**src/rtl/usb3_pkg.sv**
```systemverilog
// Shared definitions for the FX3 slave-FIFO read path: state codes and bus widths.
// ST_DATA is also decoded by the downstream RAM cache stage, so its value must not change.
package usb3_pkg;

    localparam int ST_W  = 4;
    localparam int BUS_W = 32;
    localparam int CNT_W = 11;

    typedef enum logic [ST_W-1:0] {
        ST_IDLE  = 4'd0,
        ST_SEL   = 4'd2,
        ST_OE    = 4'd3,
        ST_FILL  = 4'd4,
        ST_DATA  = 4'd6,
        ST_DRAIN = 4'd7,
        ST_GAP   = 4'd8
    } state_t;

endpackage

```
**src/rtl/usb3_burst_cnt.sv**
```systemverilog
// Loadable up-counter with a terminal-count flag; used for the issue, receive and gap counts.
module usb3_burst_cnt
    import usb3_pkg::*;
#(
    parameter int             W  = CNT_W,
    parameter logic [W-1:0]   TC = '0
) (
    input  logic         wrclock,
    input  logic         rst_n,
    input  logic         i_load,
    input  logic [W-1:0] i_load_val,
    input  logic         i_inc,
    output logic [W-1:0] o_cnt,
    output logic         o_tc
);

    logic [W-1:0] r_cnt;

    always_ff @(posedge wrclock or negedge rst_n) begin
        if (!rst_n) begin
            r_cnt <= '0;
        end else if (i_load) begin
            r_cnt <= i_load_val;
        end else if (i_inc) begin
            r_cnt <= r_cnt + 1'b1;
        end
    end

    assign o_cnt = r_cnt;
    assign o_tc  = (r_cnt == TC);

endmodule

```
**src/rtl/usb3_slfifo_rd.sv**
```systemverilog
// FX3 synchronous slave-FIFO burst read master feeding the RAM cache stage.
// Optional macro USB3_RD_XOR_EN adds the burst_xor checksum output.
module usb3_slfifo_rd
    import usb3_pkg::*;
#(
    parameter int         BURST_LEN  = 256,
    parameter int         RD_LATENCY = 2,
    parameter logic [1:0] FIFO_ADDR  = 2'b11,
    parameter int         GAP_CYCLES = 3
) (
    input  logic             wrclock,
    input  logic             rst_n,
    input  logic             enable,
    input  logic             usb3_flaga,
    input  logic [BUS_W-1:0] usb3_dq,
    output logic             slcs_n,
    output logic             sloe_n,
    output logic             slrd_n,
    output logic [1:0]       fifoaddr,
    output logic [BUS_W-1:0] data,
`ifdef USB3_RD_XOR_EN
    output logic [BUS_W-1:0] burst_xor,
`endif
    output logic [ST_W-1:0]  usb_rd_state,
    output logic             burst_done,
    output logic [15:0]      burst_cnt
);

    localparam logic [CNT_W-1:0] L_ISSUE_TC  = CNT_W'(BURST_LEN);
    localparam logic [CNT_W-1:0] L_FILL_LAST = CNT_W'(RD_LATENCY);
    localparam logic [CNT_W-1:0] L_RCV_TC    = CNT_W'(BURST_LEN - 1);
    localparam logic [CNT_W-1:0] L_GAP_TC    = CNT_W'(GAP_CYCLES - 1);

    state_t             r_state;
    state_t             w_next_state;
    logic [BUS_W-1:0]   r_data;
    logic [15:0]        r_burst_cnt;
    logic [CNT_W-1:0]   w_issue_cnt;
    logic [CNT_W-1:0]   w_rcv_cnt;
    logic [CNT_W-1:0]   w_gap_cnt;
    logic               w_issue_tc;
    logic               w_rcv_tc;
    logic               w_gap_tc;
    logic               w_fill_last;
    logic               w_cap;

    // Downstream contract: data is a valid word on every cycle usb_rd_state==ST_DATA;
    // there is no backpressure, so a burst only starts once the FX3 holds a full block.
    assign w_fill_last = (r_state == ST_FILL) && (w_issue_cnt == L_FILL_LAST);
    assign w_cap       = w_fill_last || ((r_state == ST_DATA) && (w_rcv_cnt != L_RCV_TC));

    usb3_burst_cnt #(.W(CNT_W), .TC(L_ISSUE_TC)) u_issue_cnt (
        .wrclock    (wrclock),
        .rst_n      (rst_n),
        .i_load     (r_state == ST_IDLE),
        .i_load_val ('0),
        .i_inc      (!slrd_n),
        .o_cnt      (w_issue_cnt),
        .o_tc       (w_issue_tc)
    );

    usb3_burst_cnt #(.W(CNT_W), .TC(L_RCV_TC)) u_rcv_cnt (
        .wrclock    (wrclock),
        .rst_n      (rst_n),
        .i_load     (r_state == ST_IDLE),
        .i_load_val ('0),
        .i_inc      (r_state == ST_DATA),
        .o_cnt      (w_rcv_cnt),
        .o_tc       (w_rcv_tc)
    );

    usb3_burst_cnt #(.W(CNT_W), .TC(L_GAP_TC)) u_gap_cnt (
        .wrclock    (wrclock),
        .rst_n      (rst_n),
        .i_load     (r_state != ST_GAP),
        .i_load_val ('0),
        .i_inc      (r_state == ST_GAP),
        .o_cnt      (w_gap_cnt),
        .o_tc       (w_gap_tc)
    );

    always_ff @(posedge wrclock or negedge rst_n) begin
        if (!rst_n) begin
            r_state <= ST_IDLE;
        end else begin
            r_state <= w_next_state;
        end
    end

    always_comb begin
        w_next_state = ST_IDLE;
        case (r_state)
            ST_IDLE:  w_next_state = (enable && usb3_flaga) ? ST_SEL : ST_IDLE;
            ST_SEL:   w_next_state = ST_OE;
            ST_OE:    w_next_state = ST_FILL;
            ST_FILL:  w_next_state = w_fill_last ? ST_DATA : ST_FILL;
            ST_DATA:  w_next_state = w_rcv_tc ? ST_DRAIN : ST_DATA;
            ST_DRAIN: w_next_state = ST_GAP;
            ST_GAP:   w_next_state = w_gap_tc ? ST_IDLE : ST_GAP;
            default:  w_next_state = ST_IDLE;
        endcase
    end

    // Strobes decode straight from the state register so an async reset releases them at once.
    always_comb begin
        slcs_n     = 1'b1;
        sloe_n     = 1'b1;
        slrd_n     = 1'b1;
        fifoaddr   = 2'b00;
        burst_done = 1'b0;
        case (r_state)
            ST_SEL: begin
                slcs_n   = 1'b0;
                fifoaddr = FIFO_ADDR;
            end
            ST_OE: begin
                slcs_n   = 1'b0;
                sloe_n   = 1'b0;
                fifoaddr = FIFO_ADDR;
            end
            ST_FILL, ST_DATA: begin
                slcs_n   = 1'b0;
                sloe_n   = 1'b0;
                slrd_n   = w_issue_tc;
                fifoaddr = FIFO_ADDR;
            end
            ST_DRAIN: begin
                slcs_n   = 1'b0;
                fifoaddr = FIFO_ADDR;
            end
            ST_GAP: begin
                burst_done = (w_gap_cnt == '0);
            end
            default: begin
                slcs_n = 1'b1;
            end
        endcase
    end

    always_ff @(posedge wrclock or negedge rst_n) begin
        if (!rst_n) begin
            r_data      <= '0;
            r_burst_cnt <= '0;
        end else begin
            if (w_cap) begin
                r_data <= usb3_dq;
            end
            if (r_state == ST_DRAIN) begin
                r_burst_cnt <= r_burst_cnt + 16'd1;
            end
        end
    end

`ifdef USB3_RD_XOR_EN
    logic [BUS_W-1:0] r_xor_acc;
    logic [BUS_W-1:0] r_burst_xor;

    always_ff @(posedge wrclock or negedge rst_n) begin
        if (!rst_n) begin
            r_xor_acc   <= '0;
            r_burst_xor <= '0;
        end else begin
            if (r_state == ST_IDLE) begin
                r_xor_acc <= '0;
            end else if (w_cap) begin
                r_xor_acc <= r_xor_acc ^ usb3_dq;
            end
            if (r_state == ST_DRAIN) begin
                r_burst_xor <= r_xor_acc;
            end
        end
    end

    assign burst_xor = r_burst_xor;
`endif

    assign data         = r_data;
    assign burst_cnt    = r_burst_cnt;
    assign usb_rd_state = r_state;

endmodule
```
**config.mk**
```make
export PLATFORM = sky130hd
export DESIGN_NAME = usb3_slfifo_rd
export DESIGN_NICKNAME = d
export VERILOG_FILES = /design/src/rtl/usb3_pkg.sv /design/src/rtl/usb3_burst_cnt.sv /design/src/rtl/usb3_slfifo_rd.sv
export SDC_FILE = /design/constraint.sdc
export NUM_CORES = 1
export LEC_CHECK = 0
export ABC_AREA = 1
export BUFFER_PORTS_ARGS = -buffer_cell sky130_fd_sc_hd__buf_4
export CAP_MARGIN = 0
export CORE_ASPECT_RATIO = 0.9
export CORE_MARGIN = 3
export CORE_UTILIZATION = 56
export CTS_BUF_LIST = sky130_fd_sc_hd__clkbuf_4
export CTS_CLUSTER_SIZE = 30
export DETAILED_ROUTE_END_ITERATION = 7
export GPL_TIMING_DRIVEN = 0
export PLACE_DENSITY = 0.92
export SLEW_MARGIN = 5
export SYNTH_ARGS = -nofsm -noshare
export SYNTH_HDL_FRONTEND = slang
export SYNTH_SLANG_ARGS = --single-unit
```
**constraint.sdc**
```tcl
create_clock -name wrclock -period 2.55 [get_ports wrclock]
set_input_delay 0.255 -clock wrclock [delete_from_list [all_inputs] [get_ports wrclock]]
set_output_delay 0.255 -clock wrclock [all_outputs]
set_load 0.02 [all_outputs]
```
Word level (Yosys, flattened, before mapping)
Index checks and enable logic that the tools add are counted.

storage, ports and cells
  register bits = 85
  input port bits = 36
  logic and storage cells = 50

cells by class
  add/sub/neg operators = 4
  eq/ne operators = 13
  mux-type cells = 16
  reductions and logical operators = 11

operator list
  operator                                              number
  2-to-1 mux 11 bit                                     6
  adder 11 x 1 -> 11 bit, second input constant         3
  case mux 4 bit (7 select lines)                       1
  equality test 11 x 2 -> 1 bit, second input constant  2
  adder 16 x 1 -> 16 bit, second input constant         1
  equality test 4 x 3 -> 1 bit, second input constant   3
  equality test 11 x 8 -> 1 bit, second input constant  1
  equality test 11 x 9 -> 1 bit, second input constant  1
  logical NOT 11 bit                                    1
  != test 11 x 8 -> 1 bit, second input constant        1
  equality test 4 x 2 -> 1 bit, second input constant   2
  2-to-1 mux 2 bit                                      3
  2-to-1 mux 1 bit                                      5
  OR reduction 5 bit                                    1
  equality test 4 bit, second input constant            1
  logical NOT 4 bit                                     1
  2-to-1 mux 4 bit                                      1
  != test 4 bit, second input constant                  1
  nonzero test 2 bit                                    2
  logical AND 1 bit                                     3
  OR reduction 3 bit                                    1
  != test 2 x 1 -> 1 bit, second input constant         1
  OR reduction 2 bit                                    1
  logical OR 1 bit                                      1

Depth between registers and ports, before layout
  word-level depth = 5
  depth in mapped cells = 10
  depth with buffers taken out = 10

Modules after synthesis
Synthesis repeated with hierarchy kept, for this count alone.

unflattened totals
  cells, all modules = 589
  area total of the unflattened synthesis = 4,598.2 sq um

by module, submodules not included
  module                        instances  cells each  area an instance (sq um)  sequential area each (sq um)
  usb3_slfifo_rd                1          303         2,468.6                   1,301.2
  usb3_burst_cnt (u_issue_cnt)  1          102         738.2                     275.3
  usb3_burst_cnt (u_gap_cnt)    1          96          718.2                     275.3
  usb3_burst_cnt (u_rcv_cnt)    1          88          673.1                     275.3

Worst setup path before layout
Ideal clock, no wire load.

  path type = register to register
  from = register u_issue_cnt.r_cnt[0] (netlist: u_issue_cnt.o_cnt[0])
  to = register u_issue_cnt.r_cnt[0] (netlist: u_issue_cnt.o_cnt[0])
  arrival = 1,446 ps
  path slack = 1,021 ps
  cell stages (with the launch flop) = 9
  path through = dfrtp_1 > inv_1 > ha_1 > nand2_1 > inv_1 > nand3_1 > o21bai_1 > nand2_1 > o21ai_0

between the ends
  longest elaborated chain between the ends = 3
  elaborated cells on any way between the ends = 6

ends and longest elaborated chain
  element                           RTL line               text
  start, declared                   usb3_burst_cnt.sv:17   logic [W-1:0] r_cnt;
  start signal, assigned            usb3_burst_cnt.sv:23   r_cnt <= i_load_val;
  start signal, assigned            usb3_burst_cnt.sv:25   r_cnt <= r_cnt + 1'b1;
  equality test 11 x 9 -> 1 bit     usb3_burst_cnt.sv:30   assign o_tc = (r_cnt == TC);
  2-to-1 mux 1 bit                  usb3_slfifo_rd.sv:111  case (r_state)
  net slrd_n                        usb3_slfifo_rd.sv:18   output logic slrd_n,
  != test 2 x 1 -> 1 bit (no line)  n/a

The timed path passes the listed nets, and every way through them passes these cells. The select of a mux whose other input is x is not followed.
A chain may end at the register's enable or synchronous reset.

Worst setup path after layout
  from = register u_issue_cnt.r_cnt[0] (netlist: u_issue_cnt.o_cnt[0])
  to = output slrd_n

between the ends
  longest elaborated chain between the ends = 2

ends and longest elaborated chain
  element                        RTL line
  equality test 11 x 9 -> 1 bit  usb3_burst_cnt.sv:30
  2-to-1 mux 1 bit               usb3_slfifo_rd.sv:111
  end, declared                  usb3_slfifo_rd.sv:18

Every way passes these cells.

==> results.json <==
{
  "reg2reg_to": "data[17]",
  "crit_path_frequent_cell": "inv_1",
  "grt_pass1_vias": 4432,
  "syn_nets": 601,
  "routed_via_density": 5.479,
  "overflow": 0,
  "first_iter_violations": 443,
  "dpl_cell_area_sq_mm": 0.005162,
  "netlist_area_sq_mm": 0.004348,
  "leakagePower_uw": 0.002929,
  "design_area_sq_mm": 0.005604,
  "worstMarginPinSlew_ns": 1.049,
  "path_class": "reg -> out",
  "yosysSeqAreaShare_pct": 48.92,
  "layout-drive-gt1-share_pct": 20.77,
  "synth_seq_cells": 85,
  "cp_data_required_time_ns": 2.30,
  "drv_slew": 0,
  "h-tree-depth": 3,
  "powerDensity_mw_per_mm2": 419.3,
  "p_seq_share_pct": 59.3,
  "internal_power_uw": 1699,
  "synth_top_area_share_pct": 48.92,
  "period_minus_slack_ns": 2.077,
  "final.setup.tns_ns": 0,
  "port_buffers": 93,
  "drtAntennaViolNets": 0,
  "critPathLaunchType": "flip-flop",
  "insertion_delay_ns": 0.47,
  "yosysWarnings": 0,
  "first_pass_iters": 6,
  "cp-end-kind": "output pin",
  "syn_to_final_growth_pct": 28.89,
  "initial_core_util_pct": 59.62,
  "final_common_cell": "nand2_1",
  "slowest_delay_ns": 0.42,
  "ys_types": 28,
  "clockRootBuffer": "clkbuf_4",
  "die_height_um": 89.59,
  "p_clk_share_pct": 31.6,
  "min_from": "usb3_dq[29]",
  "rsz0062_at_grt": "false",
  "routed_wl_um": 12430,
  "clockBufferDepth": 2,
  "cp_max_fo": 5,
  "worstRegToRegCells": 8,
  "fin_crit_sh_pct": 81.45,
  "via_count": 4334,
  "fin_skew_ns": 0.02637,
  "relSlewSlack_pct": 30.05,
  "fmax_mhz": 481.5,
  "antenna_cells": 0,
  "setup_viol": 0,
  "grt_antenna_before_repair": 0,
  "grt_usage_pct": 28.97,
  "peakVddDrop_mv": 0.3222,
  "status": "finished clean",
  "cts_buffers": 9,
  "core.rowCount": 29,
  "layout.nets": 737,
  "grt_pass1_wl_um": 20240,
  "wire_per_inst_um": 15.72,
  "die_area_sq_mm": 0.008859,
  "drv_cap": 0,
  "die_width_um": 98.88,
  "synth_cells": 557,
  "timing.final.hold_violations": 0,
  "power_switching_uw": 650.5,
  "crit_arrival_ns": 1.82,
  "hold_class": "in -> reg",
  "gp_congestion": 0.8884,
  "avgSynthCellArea_sq_um": 7.806,
  "grt_max_degree": 86,
  "clkTransAtPathRegs_ns": 0.13,
  "numClockSinks": 85,
  "coreArea_sq_mm": 0.007293,
  "drc_errors": 0,
  "num_io_pins": 94,
  "cp_slowest_cell": "dfrtp_1",
  "synth_largest_area_cell": "dfrtp_1",
  "dpl.hpwl_um": 7911,
  "reg2reg_from": "u_rcv_cnt.o_cnt[0]",
  "swShare_pct": 27.69,
  "final_cell_mix": "nand2_1 (186), buf_4 (94), dfrtp_1 (85)",
  "hold_end": "data[29]",
  "crit_chain": "inv_1 > ha_1 > nand2_1 > inv_1 > nand3_1 > o21bai_1 > buf_4",
  "cts_tree": "yes",
  "synth_area_leaders": "dfrtp_1 (49%), nand2_1 (16%), nand3_1 (7.3%)",
  "hold_depth": 3,
  "combPwrFrac_pct": 9.2,
  "rrSetupSlack_ns": 0.71,
  "postCtsSetupBuffers": 0
}
[worst max-delay path, delay by kind of cell, from the launching register on]
kind	cells	cell delay, ns
flip-flops	1	0.42
AND/OR/NAND/NOR	2	0.13
buffers and inverters	3	0.39
AO/OA/AOI/OAI	1	0.24
adder cells (fa/ha/maj)	1	0.18
[worst max-delay path by stage]
stage / from / endpoint / cells after the start
after floorplan: u_issue_cnt.o_cnt[0] / u_issue_cnt.o_cnt[0] / 8
after global placement: u_rcv_cnt.o_cnt[0] / data[4] / 9
after detailed placement: u_rcv_cnt.o_cnt[0] / data[29] / 8
after CTS: usb_rd_state[0] / burst_done / 5
after global routing: u_issue_cnt.o_cnt[0] / slrd_n / 7
final: u_issue_cnt.o_cnt[0] / slrd_n / 7
[power by group through the flow]
stage	Combinational, uW	Sequential [uW]	Clock (uW)
2_1_floorplan	19.2	1450	0
3_3_place_gp	164	1410	0
3_5_place_dp	170	1410	0
4_1_cts	208	1390	735
5_1_grt	231	1390	795
6_report	216	1390	741
[per-layer routing]
| layer | track usage, % | wire length, um | vias to the layer above |
|---|---|---|---|
| met3 | 9.035 | 1073 | 50 |
| met4 | 12.66 | 450 | 0 |
| li1 | - | - | 2051 |
| met1 | 32.06 | 4640 | 2022 |
| met5 | 0 | 0 | - |
| met2 | 52.20 | 6267 | 211 |
[registers in the layout, indices dropped and copies added (netlist names)]
name,cells
data,32
burst_cnt,16
usb_rd_state,4
u_gap_cnt.o_cnt,11
u_issue_cnt.o_cnt,11
u_rcv_cnt.o_cnt,11
[kinds of logic after synthesis]
| logic type | Yosys count | share of synthesized area [%] |
|---|---|---|
| compound gates | 31 | 3.885 |
| xor+xnor | 10 | 2.014 |
| fa+ha+maj | 8 | 2.302 |
| buf+inv | 78 | 7.770 |
| flops | 85 | 48.92 |
| simple gates | 345 | 35.11 |
[metrics by stage]
stage / hold slack (ns) / cells / utilization (%) / power (uW) / worst slack, ns
finish: 0.02805 / 791 / 76.84 / 2350 / 0.4731
global route: 0.01815 / 791 / 76.84 / 2420 / 0.3203
CTS: 0.004708 / 791 / 76.84 / 2332 / 0.4752
detailed placement: 0.4530 / 743 / 70.78 / 1584 / 0.8401
global placement: 0.4488 / 743 / 70.78 / 1578 / 0.9357
floorplan: -0.04059 / 557 / - / 1465 / 1.021
[layout make-up]
cell class / count / area (sq um)
plain buffers: 14 / 97.59
well taps: 93 / 116.4
clock buffers: 10 / 75.07
fillers: 495 / 1689
multi-input cells: 394 / 1883
flip-flops and latches: 85 / 2127
clock inverters: 6 / 46.29
repair buffers: 125 / 1018
inverters: 64 / 240.2
[synthesized netlist by cell type]
library cell  number
nand2_1          186
dfrtp_1           85
nand3_1           63
inv_1             59
nor2_1            46
nand4_1           22
o21ai_0           17
a21oi_1            9
buf_2              9
ha_1               8
nor3_1             8
nor2_2             6
xor2_1             6
inv_2              5
buf_6              4
xnor2_1            4
and3_1             3
nand2_2            3
o21bai_1           3
nor2_4             2
nor3_2             2
a22o_1             1
buf_4              1
nand2_4            1
nand3_2            1
nand3_4            1
o211ai_1           1
or2_2              1
[repair_timing]
action	in CTS	in global routing
gates resized for setup	0	0
endpoints found under the hold margin	42	0
hold buffers	32	0
Power figures use the tool's default switching activity.
